`config.mk`:
```
export PLATFORM = sky130hd
export DESIGN_NAME = add_share_arbiter
export DESIGN_NICKNAME = d
export VERILOG_FILES = /design/src/rtl/add_share_arbiter.sv
export SDC_FILE = /design/constraint.sdc
export NUM_CORES = 1
export LEC_CHECK = 0
export BUFFER_PORTS_ARGS = -buffer_cell sky130_fd_sc_hd__buf_2
export CAP_MARGIN = 30
export CORE_MARGIN = 8
export CORE_UTILIZATION = 51
export DETAILED_ROUTE_END_ITERATION = 7
export GPL_TIMING_DRIVEN = 0
export PLACE_DENSITY = 0.88
export SETUP_SLACK_MARGIN = 0.2
export SKIP_LAST_GASP = 1
export SYNTH_ARGS = -nofsm -noshare
export SYNTH_HDL_FRONTEND = slang
export SYNTH_SLANG_ARGS = --single-unit
```
`constraint.sdc`:
```
create_clock -name clk -period 14.29 [get_ports clk]
set_clock_uncertainty 0.15 [all_clocks]
set_input_delay 0.7145 -clock clk [delete_from_list [all_inputs] [get_ports clk]]
set_output_delay 0.7145 -clock clk [all_outputs]
set_load 0.05 [all_outputs]
```
`src/rtl/add_share_arbiter.sv`:
```
// Round-robin share of one WIDTH-bit adder between NUM_REQ requesters.
// The registered result is held until the owner acks; ack plus a new winner gives one add per cycle.
module add_share_arbiter #(
  parameter int NUM_REQ = 3,
  parameter int WIDTH   = 32
) (
  input  logic                         clk,
  input  logic                         rst,
  input  logic [NUM_REQ-1:0]           req_valid,
  input  logic [NUM_REQ*WIDTH-1:0]     req_a,
  input  logic [NUM_REQ*WIDTH-1:0]     req_b,
  output logic [NUM_REQ-1:0]           req_ready,
  output logic [NUM_REQ-1:0]           resp_valid,
  output logic [WIDTH-1:0]             resp_result,
  output logic                         resp_carry,
  output logic                         resp_overflow,
  output logic [$clog2(NUM_REQ)-1:0]   resp_id,
  input  logic                         resp_ack
);

  localparam int IDW = $clog2(NUM_REQ);

  typedef enum logic {IDLE, HOLD} state_t;

  state_t                          state;
  logic [IDW-1:0]                  ptr;
  logic [NUM_REQ-1:0][WIDTH-1:0]   a_arr, b_arr;
  logic [IDW-1:0]                  win, ptr_nxt;
  logic                            found, accept, grant;
  logic [WIDTH-1:0]                a_sel, b_sel;
  logic [WIDTH:0]                  sum_ext;
  logic                            ovf;

  assign a_arr = req_a;
  assign b_arr = req_b;

  // Rotating priority: scan from ptr upward with wrap, first valid wins.
  always_comb begin
    int idx;
    idx   = 0;
    found = 1'b0;
    win   = '0;
    for (int k = 0; k < NUM_REQ; k++) begin
      idx = int'(ptr) + k;
      if (idx >= NUM_REQ) idx = idx - NUM_REQ;
      if (!found && req_valid[idx]) begin
        found = 1'b1;
        win   = IDW'(idx);
      end
    end
  end

  // A held result can be replaced in the same cycle it is acked.
  assign accept    = (state == IDLE) || resp_ack;
  assign grant     = found && accept && !rst;
  assign req_ready = grant ? (NUM_REQ'(1) << win) : '0;

  assign a_sel   = a_arr[win];
  assign b_sel   = b_arr[win];
  assign sum_ext = {1'b0, a_sel} + {1'b0, b_sel};
  assign ovf     = (a_sel[WIDTH-1] == b_sel[WIDTH-1]) &&
                   (sum_ext[WIDTH-1] != a_sel[WIDTH-1]);
  assign ptr_nxt = (win == IDW'(NUM_REQ-1)) ? '0 : win + 1'b1;

  always_ff @(posedge clk) begin
    if (rst) begin
      state         <= IDLE;
      ptr           <= '0;
      resp_valid    <= '0;
      resp_result   <= '0;
      resp_carry    <= 1'b0;
      resp_overflow <= 1'b0;
      resp_id       <= '0;
    end else if (grant) begin
      state         <= HOLD;
      ptr           <= ptr_nxt;
      resp_valid    <= req_ready;
      resp_result   <= sum_ext[WIDTH-1:0];
      resp_carry    <= sum_ext[WIDTH];
      resp_overflow <= ovf;
      resp_id       <= win;
    end else if (state == HOLD && resp_ack) begin
      state      <= IDLE;
      resp_valid <= '0;
    end
  end

endmodule
```
==> impl_results.md <==
* Register bit count reported by yosys at 42
* Syn_area_per_cell at 7.38 µm²
* Cells after synthesis at 636
* Post-synth EDFFs at 0
* Peak Freq at 0.177 GHz
* Post-Syn Area at 4700 µm²
* GRT Overall Usage at 0.235
* Routability Congestion at 0.929
* Max_slew headroom at 0.590
* Slew Viols, Final at 0
* RSZ-0062 raised after global routing: false
* Clk pin slew, worst setup/hold paths at 0.08 ns
* Layout cell share with drive strength beyond 1 at 0.331
* Synth top area share at 0.179
* Count of different cell masters after synthesis at 55
* Initial antenna violation count at 0
* Worst Path Required at 14.33 ns
* Final core utilization at 0.677
* Final setup violation count at 0
* Crit path arrival time at 5.70 ns
* Fill cell count at 824
* Critical Path Fanout Max at 10
* Crit end category: flop
* Power Total at 1.66 mW
* Row Count at 35
* CTS root buf: clkbuf_8
* Most instantiated cells after synthesis: o21ai_0 (109), nand2_1 (84), mux2i_1 (66)
* Worst-margin pin slew at 0.609 ns
* Ant diodes at 0
* Dominant cells by area after synthesis: dfxtp_1 (18%), mux2i_1 (14%), o21ai_0 (12%)
* Core Footprint at 9060 µm²
* Post-layout net count at 1116
* First-pass GRT wire length at 24800 µm
* FF/Latch Area at 841 µm²
* Worst Setup Slack post-DPL at 8.78 ns
* Post-cts gate resize count at 0
* CTS tree: built
* DP Area at 6030 µm²
* P_sw at 909 µW
* CTS max path bufs at 2
* Status: finished, final reports clean
* Fin crit share at 0.396
* Min-delay worst type: reg -> reg
* Die ar. at 12500 µm²
* Clk pwr share at 0.058
* Number of warnings issued by yosys at 0
* Fin worst setup slack at 8.62 ns
* Later-pin clock latency in the skew report at 0.29 ns
* Syn_nets at 871
* Die width at 112 µm
* Yosys top cell by area: dfxtp_1
* Vias in the first global route at 5249
* Htree depth at 2
* Routed wire length per instance at 15.9 µm
* Via count at 5446
* Vias per Instance at 5.49
* Non-Filler Cell Area, Final at 6140 µm²
* Combinational cell fraction of total power at 0.830
* Sequential share of the synthesized area at 0.179
* I/O pin total at 240
* Final antenna-violating net count at 0
* Net Sw Frac at 0.547
* Kind of start point of the critical path: flop
* DRC at 0
* Drt initial violations at 340
* VDD IR max at 147 µV
* Worst setup path category: reg -> reg
* Pin count of the biggest net entering global routing at 13
* DP HPWL at 13100 µm
* P_int at 754 µW
* Initial core utilization at 0.518
* TritonCTS buffer count at 5
* Setup TNS at 0 ns
* Most common cell in the synthesized netlist: o21ai_0
* Max Cap Viol at 0
* Reg power frac at 0.112
* IO Port Bufs at 238
* Post-synth ARST share at 0
* Die Y at 112 µm
* GRT overflow at 0
* Hold-fix buffers, CTS at 0
* Layout overhead on the synthesized area at 30.7%
* Final hold vios at 0
* Tmin final at 5.67 ns
* Drt pass-1 iters at 4
* Synth Flop Type: dfxtp_1
* Pwr dens at 271 nW/µm²
* Multi-input logic area at 3570 µm²
* Clock sink count at 42
* Total wire length at 15800 µm
* Lkg Pwr at 3.01 nW
* # Post-CTS Setup Buffers at 0
-- flip-flops by register name, summed over array words and instances, names as in the netlist --
name / cells
resp_overflow: 1
state: 1
resp_valid: 3
resp_carry: 1
ptr: 2
resp_id: 2
resp_result: 32
-- worst max-delay path, stage by stage (launching register included) --
cell and delay [ns]:
dfxtp_1 0.41, inv_1 0.09, ha_1 0.28, buf_2 0.18, nand2b_4 0.16, a211oi_1 0.24
a311oi_1 0.09, o31ai_2 0.44, buf_4 0.30, and2b_1 0.18, buf_4 0.23, buf_2 0.26
nand2_1 0.07, o21ai_0 0.12, ha_1 0.27, fa_1 0.23, a21oi_1 0.10, nor2_1 0.22
nor3_2 0.10, or2_4 0.28, o31ai_4 0.35, a21oi_2 0.14, o41ai_4 0.39, xnor2_1 0.18
o21ai_2 0.06
-- final cells by class --
type | instances | area share
well taps | 111 | 0.0226
inverters | 18 | 0.0110
clock buffers | 6 | 0.0135
clock inverters | 1 | 0.00489
repair buffers | 238 | 0.194
multi-input cells | 532 | 0.581
flip-flops and latches | 42 | 0.137
plain buffers | 44 | 0.0361
-- worst paths after layout --
kind,start,to,slack (ns),cells past startpoint
hold reg to reg,resp_valid[1]$_SDFFE_PP0P_,resp_valid[1]$_SDFFE_PP0P_,0.30,2
hold / removal,resp_valid[1]$_SDFFE_PP0P_,resp_valid[1]$_SDFFE_PP0P_,0.30,2
setup reg to reg,ptr[0]$_SDFFE_PP0P_,resp_result[28]$_SDFFE_PP0P_,8.62,24
setup / recovery,ptr[0]$_SDFFE_PP0P_,resp_result[28]$_SDFFE_PP0P_,8.62,24
-- per-layer routing --
metal / routed length (µm) / vias up / global-route usage / part of all wire
met3: 1050 / 18 / 0.0547 / 0.067
li1: - / 2783 / - / -
met1: 6490 / 2462 / 0.269 / 0.41
met4: 243 / 0 / 0.0531 / 0.015
met5: 0 / - / 0 / 0
met2: 8010 / 183 / 0.433 / 0.51
-- metrics by stage --
step | std cells | hold slack, ns
2_1_floorplan | 636 | 0.319
3_5_place_dp | 985 | 0.295
5_1_grt | 992 | 0.319
3_3_place_gp | 985 | 0.289
6_report | 992 | 0.303
4_1_cts | 992 | 0.306
-- power groups by stage --
stage          Combinational [mW]  Clock (mW)  Sequential, mW
5_1_grt                      1.51       0.104           0.189
2_1_floorplan               0.949           0           0.320
4_1_cts                      1.37      0.0969           0.185
3_3_place_gp                 1.34           0           0.184
6_report                     1.38      0.0969           0.186
3_5_place_dp                 1.36           0           0.187
-- cells by family (layout without fill, tap and decap cells) --
kind of cell,count (synthesis),count (layout),synth area share
simple gates,186,186,0.182
flops,42,42,0.179
xor+xnor,30,30,0.0560
fa+ha+maj,37,37,0.100
buf+inv,62,307,0.0615
compound gates,213,213,0.280
mux,66,66,0.141
-- placed cells by master, fill, tap and decap left out, drive strengths merged, types with 5 or more instances in the layout --
cell type  count
o21bai         5
nor2          23
mux2i         66
clkbuf        21
nand3         42
dfxtp         42
a21oi         34
buf          267
nand4          5
o21ai        118
nor2b          8
xnor2         18
ha            36
or3            5
o21a           6
a211oi         7
o31ai          6
nor3           7
inv           17
xor2          12
a21o          14
nand2         84
Power figures use the tool's default switching activity.
